### src/rtl/present80_dec_if.sv
// Request/response bundle for the PRESENT-80 decryption core.
// Handshake: a request transfers on a rising edge where in_valid && in_ready;
// in_ready is high only while the core is idle, so in_valid seen while busy is
// dropped. The result side has no backpressure: out_valid is a single-cycle
// pulse and pt_out keeps the last plaintext until the next one is written.
interface present80_dec_if;
  logic        in_valid;
  logic        in_ready;
  logic [63:0] ct_in;
  logic [79:0] key_in;
  logic        out_valid;
  logic [63:0] pt_out;
  logic        busy;

  modport master (
    output in_valid, ct_in, key_in,
    input  in_ready, out_valid, pt_out, busy
  );

  modport slave (
    input  in_valid, ct_in, key_in,
    output in_ready, out_valid, pt_out, busy
  );
endinterface

### src/rtl/present80_dec.sv
// Iterative PRESENT-80 decryption core. The key register is first walked
// forward to the last round key, then the cipher is unwound one round per
// cycle while the key schedule runs backwards alongside it.
module present80_dec #(
  parameter int ROUNDS = 31
) (
  input  logic           clk,
  input  logic           rst_n,
  present80_dec_if.slave bus
);

  localparam logic [4:0] LAST_RC = 5'(ROUNDS);

  typedef enum logic [1:0] {IDLE, KEYEXP, DEC, FINAL} fsm_t;

  fsm_t        fsm;
  logic [63:0] state;
  logic [79:0] key;
  logic [4:0]  rc;
  logic [63:0] pt_q;
  logic        out_valid_q;

  logic [79:0] key_fwd;
  logic [79:0] key_rev;
  logic [63:0] state_nxt;

  function automatic logic [3:0] sbox(input logic [3:0] x);
    case (x)
      4'h0: return 4'hC;  4'h1: return 4'h5;  4'h2: return 4'h6;  4'h3: return 4'hB;
      4'h4: return 4'h9;  4'h5: return 4'h0;  4'h6: return 4'hA;  4'h7: return 4'hD;
      4'h8: return 4'h3;  4'h9: return 4'hE;  4'hA: return 4'hF;  4'hB: return 4'h8;
      4'hC: return 4'h4;  4'hD: return 4'h7;  4'hE: return 4'h1;  default: return 4'h2;
    endcase
  endfunction

  function automatic logic [3:0] inv_sbox(input logic [3:0] x);
    case (x)
      4'h0: return 4'h5;  4'h1: return 4'hE;  4'h2: return 4'hF;  4'h3: return 4'h8;
      4'h4: return 4'hC;  4'h5: return 4'h1;  4'h6: return 4'h2;  4'h7: return 4'hD;
      4'h8: return 4'hB;  4'h9: return 4'h4;  4'hA: return 4'h6;  4'hB: return 4'h3;
      4'hC: return 4'h0;  4'hD: return 4'h7;  4'hE: return 4'h9;  default: return 4'hA;
    endcase
  endfunction

  // Inverse bit permutation: bit j lands on 4*j mod 63, bit 63 is fixed.
  function automatic logic [63:0] inv_perm(input logic [63:0] x);
    logic [63:0] o;
    o = '0;
    for (int j = 0; j < 63; j++) begin
      o[(4 * j) % 63] = x[j];
    end
    o[63] = x[63];
    return o;
  endfunction

  function automatic logic [63:0] inv_sub(input logic [63:0] x);
    logic [63:0] o;
    o = '0;
    for (int n = 0; n < 16; n++) begin
      o[4*n +: 4] = inv_sbox(x[4*n +: 4]);
    end
    return o;
  endfunction

  // Forward key step: rotate left 61, S-box top nibble, mix in the counter.
  always_comb begin
    key_fwd          = {key[18:0], key[79:19]};
    key_fwd[79:76]   = sbox(key_fwd[79:76]);
    key_fwd[19:15]   = key_fwd[19:15] ^ rc;
  end

  // Reverse key step: undo the forward step in exactly the opposite order.
  always_comb begin
    key_rev          = key;
    key_rev[19:15]   = key_rev[19:15] ^ rc;
    key_rev[79:76]   = inv_sbox(key_rev[79:76]);
    key_rev          = {key_rev[60:0], key_rev[79:61]};
  end

  // One inverse round: strip the round key, undo the permutation, undo the S-layer.
  always_comb begin
    state_nxt = inv_sub(inv_perm(state ^ key[79:16]));
  end

  // Control FSM and datapath registers; reset aborts any block in flight.
  always_ff @(posedge clk or negedge rst_n) begin
    if (!rst_n) begin
      fsm         <= IDLE;
      state       <= '0;
      key         <= '0;
      rc          <= '0;
      pt_q        <= '0;
      out_valid_q <= 1'b0;
    end else begin
      out_valid_q <= 1'b0;
      case (fsm)
        IDLE: begin
          if (bus.in_valid) begin
            state <= bus.ct_in;
            key   <= bus.key_in;
            rc    <= 5'd1;
            fsm   <= KEYEXP;
          end
        end
        KEYEXP: begin
          key <= key_fwd;
          if (rc == LAST_RC) begin
            rc  <= LAST_RC;
            fsm <= DEC;
          end else begin
            rc <= rc + 5'd1;
          end
        end
        DEC: begin
          state <= state_nxt;
          key   <= key_rev;
          rc    <= rc - 5'd1;
          if (rc == 5'd1) begin
            fsm <= FINAL;
          end
        end
        FINAL: begin
          pt_q        <= state ^ key[79:16];
          out_valid_q <= 1'b1;
          fsm         <= IDLE;
        end
        default: fsm <= IDLE;
      endcase
    end
  end

  assign bus.in_ready  = (fsm == IDLE);
  assign bus.busy      = (fsm != IDLE);
  assign bus.out_valid = out_valid_q;
  assign bus.pt_out    = pt_q;

endmodule

### src/flat_wrapper.sv
// flat-port wrapper written by rule: the top's interface ports become plain ports
module present80_dec_flat 
#(
  parameter int ROUNDS = 31
)
  (clk, rst_n, bus_in_valid, bus_ct_in, bus_key_in, bus_in_ready, bus_out_valid, bus_pt_out, bus_busy);
  present80_dec_if bus_i ();
  input  logic clk;
  input  logic rst_n;
  input wire logic [$bits(bus_i.in_valid)-1:0] bus_in_valid;
  input wire logic [$bits(bus_i.ct_in)-1:0] bus_ct_in;
  input wire logic [$bits(bus_i.key_in)-1:0] bus_key_in;
  output wire logic [$bits(bus_i.in_ready)-1:0] bus_in_ready;
  output wire logic [$bits(bus_i.out_valid)-1:0] bus_out_valid;
  output wire logic [$bits(bus_i.pt_out)-1:0] bus_pt_out;
  output wire logic [$bits(bus_i.busy)-1:0] bus_busy;
  assign bus_i.in_valid = bus_in_valid;
  assign bus_i.ct_in = bus_ct_in;
  assign bus_i.key_in = bus_key_in;
  assign bus_in_ready = bus_i.in_ready;
  assign bus_out_valid = bus_i.out_valid;
  assign bus_pt_out = bus_i.pt_out;
  assign bus_busy = bus_i.busy;
  present80_dec #(.ROUNDS(ROUNDS)) u_core (.clk(clk), .rst_n(rst_n), .bus(bus_i));
endmodule
### config.mk
export PLATFORM = sky130hd
export DESIGN_NAME = present80_dec_flat
export DESIGN_NICKNAME = d
export VERILOG_FILES = /design/src/rtl/present80_dec_if.sv /design/src/rtl/present80_dec.sv /design/src/flat_wrapper.sv
export SDC_FILE = /design/constraint.sdc
export NUM_CORES = 1
export LEC_CHECK = 0
export ABC_CLOCK_PERIOD_IN_PS = 2440
export CAP_MARGIN = 5
export CORE_ASPECT_RATIO = 1.75
export CORE_MARGIN = 8
export CORE_UTILIZATION = 45
export DETAILED_ROUTE_END_ITERATION = 16
export PLACE_DENSITY_LB_ADDON = 0.12
export SLEW_MARGIN = 20
export SYNTH_ARGS = -nofsm -noshare
export SYNTH_HDL_FRONTEND = slang
export SYNTH_SLANG_ARGS = --single-unit
### constraint.sdc
create_clock -name clk -period 2.44 [get_ports clk]
set_input_delay 0.732 -clock clk [delete_from_list [all_inputs] [get_ports clk]]
set_output_delay 0.732 -clock clk [all_outputs]
set_load 0.1 [all_outputs]
# After elaboration in Yosys (flattened, before gate mapping)
# Memory sizes are Yosys's and may differ from the RTL's.
# Cells that the tools add are included.
dict set report totals {
  register_bits 216
  romBits 1152
  in_bits 147
  mem_count 18
}
# name depth word_bits read_ports rd_ports_with_merged_regs write_ports line_no
set memory_table {}
lappend memory_table {{(no name shown)} 16 4 1 0 0 present80_dec.sv:37} ;# case (x)
lappend memory_table {{(no name shown)} 16 4 1 0 0 present80_dec.sv:37}
lappend memory_table {{(no name shown)} 16 4 1 0 0 present80_dec.sv:37}
lappend memory_table {{(no name shown)} 16 4 1 0 0 present80_dec.sv:37}
lappend memory_table {{(no name shown)} 16 4 1 0 0 present80_dec.sv:37}
lappend memory_table {{(no name shown)} 16 4 1 0 0 present80_dec.sv:37}
lappend memory_table {{12 more memories} n/a n/a n/a n/a n/a n/a}
dict set report op_classes {
  add_sub_neg 2
  n_eq_ne 8
  n_mux 12
  n_bitwise 3
  reduce_logical 7
}
# operator n
set op_table {}
lappend op_table {{case mux 80 bit (3 select lines)} 1}
lappend op_table {{case mux 64 bit (2 select lines)} 1}
lappend op_table {{two-way mux 80 bit} 1}
lappend op_table {{two-way mux 64 bit} 1}
lappend op_table {{bitwise XOR 64 bit} 1}
lappend op_table {{case mux 5 bit (3 select lines)} 1}
lappend op_table {{two-way mux 5 bit} 2}
lappend op_table {{bitwise XOR 5 bit} 2}
lappend op_table {{case mux 2 bit (4 select lines)} 1}
lappend op_table {{two-way mux 2 bit} 3}
lappend op_table {{adder 5 x 1 -> 5 bit, second input constant} 1}
lappend op_table {{== test 5 x 1 -> 1 bit, second input constant} 1}
lappend op_table {{== test 5 bit, second input constant} 1}
lappend op_table {{subtractor 5 x 1 -> 5 bit, second input constant} 1}
lappend op_table {{== test 2 bit, second input constant} 2}
lappend op_table {{inequality test 2 x 1 -> 1 bit, second input constant} 2}
lappend op_table {{AND reduction 2 bit} 2}
lappend op_table {{nonzero test 2 bit} 2}
lappend op_table {{AND reduction 3 bit} 1}
lappend op_table {{nonzero test 3 bit} 1}
lappend op_table {{== test 2 x 1 -> 1 bit, second input constant} 1}
lappend op_table {{zero test 2 bit} 1}
lappend op_table {{inequality test 2 bit, second input constant} 1}
lappend op_table {{two-way mux 1 bit} 1}

# Logic depth before layout (Yosys ltp)
# Gate-level depths: netlist (run 1).
dict set report depth {
  depth_word 3
  ltp_mapped 10
}

# Least setup slack after synthesis (run 1)
# No wires, ideal clock.
dict set report synth_timing {
  kind {register to output}
  start {register u_core.fsm[0]}
  end {output port bus_busy}
  arrival_time_ns 2.384
  setup_slack_ns -0.676
  path_stages_with_launch 6
  path_buffers 2
  cell_sequence {dfrtp_1 -> inv_1 -> ha_1 -> buf_2 -> clkbuf_1 -> inv_1}
}
dict set report synth_between {
  elab_chain_cells 1
}
# item line_no
set synth_lines {}
lappend synth_lines {{start, declared} present80_dec.sv:16} ;# fsm_t fsm;
lappend synth_lines {{start signal, assigned} present80_dec.sv:88} ;# fsm <= IDLE;
lappend synth_lines {{start signal, assigned} present80_dec.sv:102} ;# fsm <= KEYEXP;
lappend synth_lines {{start signal, assigned} present80_dec.sv:109} ;# fsm <= DEC;
lappend synth_lines {{nonzero test 2 bit} present80_dec.sv:133} ;# assign bus.busy = (fsm != IDLE);
lappend synth_lines {{end, declared} flat_wrapper.sv:16} ;# output wire logic [$bits(bus_i.busy)-1:0] bus_busy;
# Every way passes these cells.

# Worst setup path in the final report (run 1)
dict set report layout_timing {
  start {register u_core.fsm[1]}
  end {output port bus_in_ready}
}
dict set report layout_between {
  elab_chain_cells 1
}
# item line_no
set layout_lines {}
lappend layout_lines {{zero test 2 bit} present80_dec.sv:132} ;# assign bus.in_ready = (fsm == IDLE);
lappend layout_lines {{end, declared} flat_wrapper.sv:13} ;# output wire logic [$bits(bus_i.in_ready)-1:0] bus_in_ready;
# Every way passes these cells.

==> impl_metrics.py, run 1 <==
metrics = {
    "detailed_routing": {
        "routed_wl_um": 51800,
        "drc": 0,
        "first_pass_iters": 5,
        "routed-via-count": 12800,
        "drt-initial-drc-count": 1010,
        "ant_nets": 0,
        "wl_per_cell_um": 23.4,
        "vias_per_cell": 5.79,
    },
    "timing": {
        "hold_violations": 0,
        "max_freq_mhz": 421,
        "setup_viol": 0,
        "whs_ns": 0.123,
        "finalCriticalPeriod_ns": 2.38,
        "maxSlewHeadroom_pct": 48.7,
        "worstMarginPinSlew_ns": 0.764,
        "finalClockSkew_ns": 0.0257,
        "fin_crit_sh_pct": 97.4,
        "finalSetupTns_ns": 0,
        "rsz0062_at_grt": "no",
        "drv_slew": 0,
    },
    "synthesis": {
        "ys_ff_latch": 216,
        "synth_area_um2": 14800,
        "yosysUniqueCellTypes": 60,
        "syn_nets": 1844,
        "synth-xor-area-share_pct": 7.12,
        "synthSimpleGateAreaFrac_pct": 9.07,
        "synth_edf_count": 0,
        "syn_inst": 1582,
        "ys.flop_type": "dfrtp_1",
        "seq_area_frac_synth_pct": 36.5,
        "synth_top_family_by_area": "compound AO/OA/AOI/OAI gates",
        "synth_async_sr_flop_share_pct": 100,
        "yosysWarnings": 0,
        "synth_compound_area_share_pct": 20.6,
        "syn_avg_cell_area_um2": 9.36,
        "synthAdderAreaFrac_pct": 9.72,
        "muxShareOfSynthArea_pct": 10.7,
    },
    "layout": {
        "layout_commonest_cell": "dfrtp_1",
        "area_delta_synth_final_pct": 24.7,
        "post-route-util_pct": 56.5,
        "finalNetCount": 2060,
        "stdcell_area_um2": 18500,
        "drive_above_1_share_pct": 15.7,
        "antenna-diode-count": 0,
        "final_cell_mix": "216 x dfrtp_1, 152 x o21ai_0, 145 x clkdlybuf4s50_1",
    },
    "job": {
        "maxCapViolCount": 0,
    },
    "clock_network": {
        "cts.sinks": 216,
        "clockBufferDepth": 3,
        "clk_latency_ns": 0.54,
        "clockRootBuffer": "clkbuf_16",
        "htreeDepth": 1,
        "clkSlewWorstSetupHoldPaths_ns": 0.06,
        "cts_tree": "done",
        "numCtsBuffers": 23,
    },
    "setup_path": {
        "required_ns": 1.71,
        "cp-start-kind": "flip-flop",
        "crit_type": "reg2out",
        "arrival_ns": 1.64,
        "path_max_fanout": 4,
        "timing.rr.start": "u_core.key[32]",
        "endpoint_kind": "primary output",
        "crit_buf_inv": 3,
        "crit_slowest_cell": "dfrtp_1",
        "setup.worst_path.start": "u_core.fsm[1]",
        "crit_top_cell": "buf_12",
        "critPathTopFamily": "buffers and inverters",
        "crit_chain": "inv_1 > ha_4 > buf_12 > buf_12",
        "slowest_delay_ns": 0.45,
    },
    "placed_design": {
        "place_hpwl_um": 40200,
        "numPortBuffers": 213,
        "place.gp.congestion": 0.862,
        "place_area_um2": 17700,
    },
    "grt": {
        "antenna_found_initial": 0,
        "grt_pass1_wl_um": 79000,
        "grtUsageTotal_pct": 26.2,
        "grt_pass1_vias": 13300,
        "grt_max_degree": 118,
        "gr-total-overflow": 0,
    },
    "run_status": {
        "status": "finished clean",
    },
    "die": {
        "fp.dieW_um": 153,
        "fp.dieH_um": 256,
        "coreArea_um2": 32700,
        "die-area_um2": 39200,
        "rows": 88,
        "start_util_pct": 45.3,
        "pin_count": 214,
    },
    "hold_path": {
        "hold_class": "in2async",
    },
}
-- worst paths after layout --
check	to	slack [ns]	cells after the start
max	bus_in_ready	0.06	4
min	u_core.key[34]	0.12	1
max reg2reg	u_core.state[3]	0.11	4
min reg2reg	u_core.bus.pt_out[61]	0.51	2
max in group asynchronous	u_core.state[17]	1.67	2
min in group clk	u_core.bus.pt_out[61]	0.51	2
-- per-stage QoR --
step,std cells,setup WS (ns)
2_1_floorplan,1582,0.00485
3_3_place_gp,2176,0.145
3_5_place_dp,2176,0.111
4_1_cts,2219,0.0398
5_1_grt,2219,0.0100
6_report,2219,0.0640
-- flip-flops by register name, indices dropped and copies added (netlist names) --
signal / count
u_core.fsm: 2
u_core.bus.out_valid: 1
u_core.key: 80
u_core.bus.pt_out: 64
u_core.state: 64
u_core.rc: 5
-- routing by layer --
layer,vias to the layer above,part of all wire [%],GRT usage [%]
met5,-,0,0
met4,0,8.2,19.7
met3,138,5.2,3.79
met2,413,50,45.2
met1,6306,36,28.7
li1,5992,-,-
-- final cells by class --
cell class | instances | area (um2)
multi-input cells | 1145 | 8510
clock buffers | 29 | 648
inverters | 110 | 417
clock inverters | 12 | 83.8
flip-flops and latches | 216 | 5410
fillers | 2942 | 14200
repair buffers | 302 | 2900
well taps | 405 | 507
-- worst reg2reg max path, cell delays in order, from the launching register on --
cell     delay [ns]
dfrtp_1        0.51
xnor2_1        0.68
ha_1           0.43
mux4_2         0.48
a21oi_1        0.15
-- Yosys cell counts, types with 2 or more instances --
cell | n | area, um2
o211ai_1 | 7 | 52.6
mux4_2 | 31 | 698
xor2_2 | 6 | 97.6
o31ai_1 | 2 | 15.0
nand3_1 | 2 | 10.0
mux2_1 | 2 | 22.5
nor2_1 | 129 | 484
xnor2_1 | 50 | 438
a21o_1 | 8 | 60.1
o22ai_1 | 48 | 300
xnor2_2 | 20 | 325
nor3b_1 | 15 | 113
o21ai_1 | 7 | 35.0
a21oi_1 | 126 | 631
o221ai_1 | 3 | 26.3
ha_1 | 115 | 1440
mux4_1 | 3 | 78.8
xor2_1 | 19 | 166
buf_6 | 3 | 33.8
nor3_1 | 10 | 50.1
buf_1 | 9 | 33.8
a31oi_1 | 14 | 87.6
a211oi_1 | 12 | 90.1
dfrtp_1 | 216 | 5410
a2bb2oi_1 | 2 | 17.5
nand2_1 | 145 | 544
nor2b_1 | 2 | 12.5
a221oi_1 | 5 | 43.8
mux2i_1 | 62 | 621
a21boi_0 | 3 | 22.5
buf_2 | 39 | 195
clkbuf_1 | 49 | 184
o21bai_1 | 2 | 15.0
inv_1 | 110 | 413
nand2b_1 | 5 | 31.3
buf_4 | 10 | 75.1
o21ai_0 | 152 | 761
a22oi_1 | 72 | 541
o22a_1 | 34 | 298
mux2_2 | 13 | 146
-- logic make-up after synthesis --
logic type               after synthesis
AO/OA/AOI/OAI                        501
AND/OR/NAND/NOR                      321
buffers and inverters                221
flip-flops                           216
adder cells (fa/ha/maj)              115
multiplexers                         112
XOR/XNOR                              96
-- timing repair --
item	in CTS	in global routing
hold buffers	0	0
setup endpoints to repair	2	0
gates resized for setup	1	0
setup buffers	2	0
Power of run 1 is not shown: default switching activity piles up to over one toggle a cycle in this logic, so the estimate is an artifact.
==> run 2: changes to the inputs <==
- REMOVE_ABC_BUFFERS: not set -> 1
==> run 2 against run 1 <==
  * Final cell count rose by 0.27%
  * First-iteration DRC count fell by 14%
  * Sequential share of layout area down 0.11 points
  * Register-to-register slack better by 0.13 ns
  * Critical endpoint unchanged
  * Highest routed layer is now met5
==> impl_metrics.py, run 2 (same netlist as run 1, synthesis figures left out) <==
metrics = {
    "detailed_routing": {
        "ant_nets": 0,
        "routed_wl_um": 50900,
        "drt-initial-drc-count": 868,
        "first_pass_iters": 5,
        "vias_per_cell": 5.77,
        "wl_per_cell_um": 22.9,
        "drc": 0,
        "routed-via-count": 12800,
    },
    "die": {
        "pin_count": 214,
        "fp.dieH_um": 256,
        "die-area_um2": 39200,
        "fp.dieW_um": 153,
        "rows": 88,
        "start_util_pct": 45.3,
        "coreArea_um2": 32700,
    },
    "setup_path": {
        "cp-start-kind": "flip-flop",
        "required_ns": 1.71,
        "crit_type": "reg2out",
        "path_max_fanout": 4,
        "timing.rr.start": "u_core.key[77]",
        "setup.worst_path.start": "u_core.fsm[0]",
        "endpoint_kind": "primary output",
        "arrival_ns": 1.65,
    },
    "clock_network": {
        "cts_tree": "done",
        "clockBufferDepth": 3,
        "clk_latency_ns": 0.53,
        "cts.sinks": 216,
        "clkSlewWorstSetupHoldPaths_ns": 0.07,
        "numCtsBuffers": 23,
        "htreeDepth": 1,
        "clockRootBuffer": "clkbuf_16",
    },
    "layout": {
        "area_delta_synth_final_pct": 25.3,
        "layout_commonest_cell": "dfrtp_1",
        "top_register": "u_core.key",
        "largest_reg_flops": 80,
        "finalNetCount": 2069,
        "final_cell_mix": "214 x dfrtp_1, 152 x o21ai_0, 145 x clkdlybuf4s50_1, 145 x buf_4, 144 x nand2_1",
        "drive_above_1_share_pct": 16.1,
        "post-route-util_pct": 56.7,
    },
    "timing": {
        "max_freq_mhz": 419,
        "worstMarginPinSlew_ns": 0.688,
        "hold_violations": 0,
        "finalCriticalPeriod_ns": 2.39,
        "drv_slew": 0,
        "fin_crit_sh_pct": 97.8,
        "finalClockSkew_ns": 0.0176,
        "setup_viol": 0,
        "maxSlewHeadroom_pct": 53.8,
        "rsz0062_at_grt": "no",
        "whs_ns": 0.113,
    },
    "grt": {
        "antenna_found_initial": 2,
        "gr-total-overflow": 0,
        "grt_pass1_wl_um": 79000,
        "grt_max_degree": 102,
        "grt_pass1_vias": 13400,
        "grtUsageTotal_pct": 25.9,
    },
    "hold_path": {
        "hold_class": "in2async",
    },
    "job": {
        "maxCapViolCount": 0,
    },
    "placed_design": {
        "place.gp.congestion": 0.905,
        "place_hpwl_um": 38300,
        "numPortBuffers": 213,
    },
    "run_status": {
        "status": "finished clean",
    },
}
==> run 2: changes by cell type in the layout (fill, tap and decap cells not counted), sizes merged <==
cell	change
buf	+9
bufinv	+3
clkbuf	-2
clkinv	-2
clkinvlp	-1
diode	+1
inv	-2
==> run 2: metrics by stage <==
stage	worst slack (ns)	instance area, um2	setup TNS (ns)	instances
floorplan	-2.97	14300	-445.29	1471
global placement	0.0712	17800	0	2185
detailed placement	0.0372	17800	0	2185
CTS	0.0186	18500	0	2224
global route	0.0218	18600	0	2225
finish	0.0546	18600	0	2225
==> run 2: final timing paths <==
path,to,slack (ns),depth (start not counted)
max in group asynchronous,u_core.bus.pt_out[39],1.66,2
min in group clk,u_core.bus.pt_out[54],0.51,2
worst min register to register,u_core.bus.pt_out[54],0.51,2
worst max register to register,u_core.key[16],0.24,5
worst max-delay path,bus_in_ready,0.05,4
worst min-delay path,u_core.state[25],0.11,1
==> run 2: what timing repair did <==
action	in CTS	in global routing
hold buffers	0	0
setup endpoints to repair	2	1
setup buffers	2	0
gates resized for setup	3	2
pin swaps	1	1
==> run 2: layout make-up <==
type	instances	area (um2)
Timing Repair Buffer	311	2960
Multi-Input combinational cell	1145	8510
Fill cell	2988	14200
Sequential cell	216	5410
Tap cell	405	507
Clock buffer	27	621
Antenna cell	1	2.50
Clock inverter	10	130
Inverter	110	415
==> run 2: critical path: stages (launching register included) <==
cell     delay, ns
dfrtp_2       0.47
inv_4         0.11
ha_4          0.23
buf_12        0.14
buf_12        0.17
==> run 2: routing by layer <==
layer	global-route usage [%]	vias to the layer above	part of all wire, %
met1	29.2	6321	37
li1	-	5988	-
met5	0	-	0.022
met3	3.72	103	5.2
met4	14.9	2	5.9
met2	45.8	435	51
Power of run 2 is left out for the same reason.
